### config.mk
export PLATFORM = sky130hd
export DESIGN_NAME = ifu_fetch
export DESIGN_NICKNAME = d
export VERILOG_FILES = /design/src/rtl/ifu_fetch.sv
export SDC_FILE = /design/constraint.sdc
export NUM_CORES = 1
export LEC_CHECK = 0
export CELL_PAD_IN_SITES_DETAIL_PLACEMENT = 0
export CELL_PAD_IN_SITES_GLOBAL_PLACEMENT = 1
export CORE_AREA = 5 5 105 180
export CTS_CLUSTER_SIZE = 10
export DETAILED_ROUTE_END_ITERATION = 12
export DIE_AREA = 0 0 110 185
export PLACE_DENSITY = 0.89
export REMOVE_ABC_BUFFERS = 1
export SLEW_MARGIN = 15
export SYNTH_ARGS = -nofsm -noshare
export SYNTH_HDL_FRONTEND = slang
export SYNTH_SLANG_ARGS = --single-unit
### constraint.sdc
create_clock -name clk -period 2.5 [get_ports clk]
set_input_delay 0.5 -clock clk [delete_from_list [all_inputs] [get_ports clk]]
set_output_delay 0.5 -clock clk [all_outputs]
set_load 0.01 [all_outputs]
### src/rtl/ifu_fetch.sv
// Instruction fetch stage: one outstanding imem request per PC, result held for decode,
// PC advance pulsed on decode accept, flush discards any in-flight response.
//
// state | meaning
// IDLE  | latch pc_in; misaligned PC faults straight to HOLD, else request it
// REQ   | imem request presented until accepted
// WAIT  | request accepted, waiting for the response
// HOLD  | instruction presented to decode until accepted or flushed
// DROP  | accepted request was flushed; swallow its response
module ifu_fetch #(
    parameter int ADDR_W      = 32,
    parameter int INST_W      = 32,
    parameter bit ALIGN_CHECK = 1'b1
) (
    input  logic              clk,
    input  logic              rst,
    input  logic [ADDR_W-1:0] pc_in,
    output logic              pc_we,
    input  logic              flush,
    output logic              imem_req_valid,
    input  logic              imem_req_ready,
    output logic [ADDR_W-1:0] imem_req_addr,
    input  logic              imem_rsp_valid,
    input  logic [INST_W-1:0] imem_rsp_data,
    input  logic              imem_rsp_err,
    output logic              inst_valid,
    input  logic              inst_ready,
    output logic [INST_W-1:0] inst_out,
    output logic [ADDR_W-1:0] inst_pc,
    output logic              inst_fault,
    output logic [31:0]       fetch_count
);

    localparam logic [2:0] IDLE = 3'd0;
    localparam logic [2:0] REQ  = 3'd1;
    localparam logic [2:0] WAIT = 3'd2;
    localparam logic [2:0] HOLD = 3'd3;
    localparam logic [2:0] DROP = 3'd4;

    logic [2:0]        state;
    logic [ADDR_W-1:0] fetch_pc;
    logic              drop_pend;
    logic              fire;
    logic              accept;
    logic              misaligned;

    assign misaligned     = ALIGN_CHECK && (pc_in[1:0] != 2'b00);
    assign imem_req_valid = (state == REQ);
    assign imem_req_addr  = fetch_pc;
    assign fire           = imem_req_valid & imem_req_ready;
    assign inst_valid     = (state == HOLD);
    assign accept         = inst_valid & inst_ready & ~flush;
    assign pc_we          = accept;

    always_ff @(posedge clk) begin
        if (rst) begin
            state       <= IDLE;
            drop_pend   <= 1'b0;
            fetch_pc    <= '0;
            inst_out    <= '0;
            inst_pc     <= '0;
            inst_fault  <= 1'b0;
            fetch_count <= '0;
        end else begin
            case (state)
                IDLE: begin
                    fetch_pc <= pc_in;
                    if (misaligned) begin
                        inst_out   <= '0;
                        inst_fault <= 1'b1;
                        inst_pc    <= pc_in;
                        state      <= HOLD;
                    end else begin
                        state <= REQ;
                    end
                end
                REQ: begin
                    // a flush cannot retract the request, so remember to drop its response
                    if (fire) begin
                        state <= (flush || drop_pend) ? DROP : WAIT;
                    end else if (flush) begin
                        drop_pend <= 1'b1;
                    end
                end
                WAIT: begin
                    if (imem_rsp_valid) begin
                        if (flush) begin
                            state <= IDLE;
                        end else begin
                            inst_out   <= imem_rsp_data;
                            inst_fault <= imem_rsp_err;
                            inst_pc    <= fetch_pc;
                            state      <= HOLD;
                        end
                    end else if (flush) begin
                        state <= DROP;
                    end
                end
                HOLD: begin
                    if (flush) begin
                        state <= IDLE;
                    end else if (inst_ready) begin
                        fetch_count <= fetch_count + 32'd1;
                        state       <= IDLE;
                    end
                end
                DROP: begin
                    if (imem_rsp_valid) begin
                        drop_pend <= 1'b0;
                        state     <= IDLE;
                    end
                end
                default: begin
                    state     <= IDLE;
                    drop_pend <= 1'b0;
                end
            endcase
        end
    end

endmodule

==> run metrics <==
Worst-Margin Slew=0.549 ns; clock slew at reported path FFs=0.07 ns; ranking of synthesized cells by area=dfxtp_1 (49%), mux2i_1 (6.1%), nor2_1 (5.5%), a21oi_1 (5.4%), nand2_1 (5.1%); GPL Wtd Cong=0.787; Lkg Pwr=0.00314 uW; share of layout cells above drive strength 1=0.0781; area of the multi-input gates=2510 um2; CTS tree=done; Worst Setup Start Kind=input pin; most common cell in the netlist=dfxtp_1; Avg Inst Size Synth=8.78 um2; core area=17400 um2; # Post-CTS Setup Buffers=0; largest net degree at the start of global routing=56; Clock Skew=0.0229 ns; Hold Path Class=reg -> reg; status=completed; gr ovfl total=0; Area growth syn-to-layout=55.0%; Initial Util=0.310; max-cap violation count=0; Synth top area share=0.495; Final min period=2.24 ns; Seq. cell area=2660 um2; clk root buf=clkbuf_16; DRT antenna net count=0; Clock Sinks=133; WL final=16.8 mm; Ant. Diodes=0; Min Hold Slack=0.469 ns; CTS buffer count=17; synthesized flop and latch total=133; Seq/Total Area, Yosys=0.495; synth warn=0; number of global-route vias before repair=5054; DP Wirelength=12.0 mm; Design Area, Final=8340 um2; placed instance area=7720 um2; synthesized netlist cell count=613; most instantiated cells after synthesis=dfxtp_1 (133), nor2_1 (79), nand2_1 (73), a21oi_1 (58), clkbuf_1 (43); Max IR drop VDD=400 uV; ys flop type=dfxtp_1; I/O pins=203; clock tree buffer depth=2; nets=878; DR vias=5194; DR vias/cell=4.95; Total Neg Setup Slack=0 ns; Slew HR=0.634; Final Max Slew Viols=0; post-CTS sizing=1; first-pass GRT wire length=26.0 mm; WP data required=2.00 ns; Cell variety after synth=37; synthesized area=5380 um2; initial drt markers=243; Setup violations, final=0; slowest CP cell=clkdlybuf4s50_1; Residual DRC=0; fin util=0.480; H-tree depth=4; peak per-stage delay on the critical path=0.44 ns; Die ar.=20400 um2; worst skew pair latency=0.42 ns; peak fanout along the critical path=3; RSZ-0062 raised after global routing=false; Crit Path Class=in -> out; Die Y=185 um; FFs w/ async S/R, synth=0; achievable frequency=446 MHz; Post-synth EDFFs=0; Port Buffer Count=202; Tcrit/Tclk final=0.897; width of the chip=110 um; Hold Vio Cnt, Final=0; total track usage=0.164; antenna violations before repair=0; critical path cell sequence=clkdlybuf4s50_1, and4bb_2, nand2_1, inv_1, dlygate4sd2_1; pwr dens=920 nW/um2; Synth area leader=dfxtp_1; Pre-antenna DRT Iters=5; Crit. End Element=output port; critical path arrival=1.74 ns; FILL cells=1718; num rows=64; CTS Hold Bufs=0; post-DR wirelength/cell=16.0 um
power breakdown:
part           internal [uW]  leakage, uW  switching (uW)
registers               2450      0.00109             207
clock network           1610     0.000298            1040
logic                   1140      0.00175            1230
worst paths after layout:
| check | startpoint | endpoint | slack [ns] | depth (start not counted) |
|---|---|---|---|---|
| min reg2reg | imem_req_addr[20] | imem_req_addr[20] | 0.47 | 2 |
| max | flush | pc_we | 0.26 | 5 |
| min | imem_req_addr[20] | imem_req_addr[20] | 0.47 | 2 |
| max reg2reg | fetch_count[9] | fetch_count[25] | 0.40 | 4 |
layout make-up:
cell class,instances,area share
clock inverters,14,0.0230
repair buffers,225,0.269
well taps,231,0.0347
multi-input cells,424,0.301
clock buffers,18,0.0515
flip-flops and latches,133,0.319
inverters,5,0.00225
cells by family (layout without fill, tap and decap cells):
| kind of cell | after synthesis | after routing | synth area share |
|---|---|---|---|
| simple gates | 230 | 230 | 0.205 |
| compound gates | 152 | 152 | 0.182 |
| flops | 133 | 133 | 0.495 |
| buf+inv | 56 | 262 | 0.0418 |
| mux | 33 | 33 | 0.0614 |
| xor+xnor | 8 | 8 | 0.0130 |
| fa+ha+maj | 1 | 1 | 0.00232 |
registers in the layout, summed over array words and instances, names as in the netlist:
| register | flops |
|---|---|
| inst_out | 32 |
| inst_pc | 32 |
| imem_req_addr | 32 |
| state | 3 |
| fetch_count | 32 |
| drop_pend | 1 |
| inst_fault | 1 |
metrics by stage:
step | std cells | total power, uW | setup slack, ns
after global placement | 1018 | 5090 | -0.0376
final | 1050 | 7680 | 0.257
after detailed placement | 1018 | 5120 | -0.0445
after floorplan | 562 | 3790 | -1.51
after CTS | 1050 | 7800 | 0.244
after global routing | 1050 | 8100 | 0.191
metal layers:
metal | wire (um) | GRT usage
met5 | 0 | 0
met1 | 6340 | 0.175
met2 | 9080 | 0.296
met3 | 1190 | 0.0534
met4 | 178 | 0.0569
cells in the final DEF, fill, tap and decap left out, types with 2 or more instances in the layout:
cell	instances
nand4_1	10
clkinvlp_4	2
buf_12	4
or3_1	9
inv_1	5
and4_1	7
nor2_1	79
and2_1	2
and3_1	4
or4_1	16
buf_4	20
nand4_2	2
a21oi_1	58
o31ai_1	15
mux2i_1	33
nor3_1	3
clkdlybuf4s50_1	200
nand2_1	73
nand2b_1	2
nand3_1	14
xor2_1	8
clkinv_4	2
o21ai_0	9
dfxtp_1	133
nor2b_1	2
clkbuf_16	17
a22oi_1	32
bufinv_16	3
a211oi_1	33
inv_8	3
inv_6	4
critical path: cells and delay by family:
| kind | cells | cell delay [ns] |
|---|---|---|
| simple gates | 2 | 0.47 |
| buf+inv | 3 | 0.76 |
Note: power is estimated with default switching activity, not from simulation.
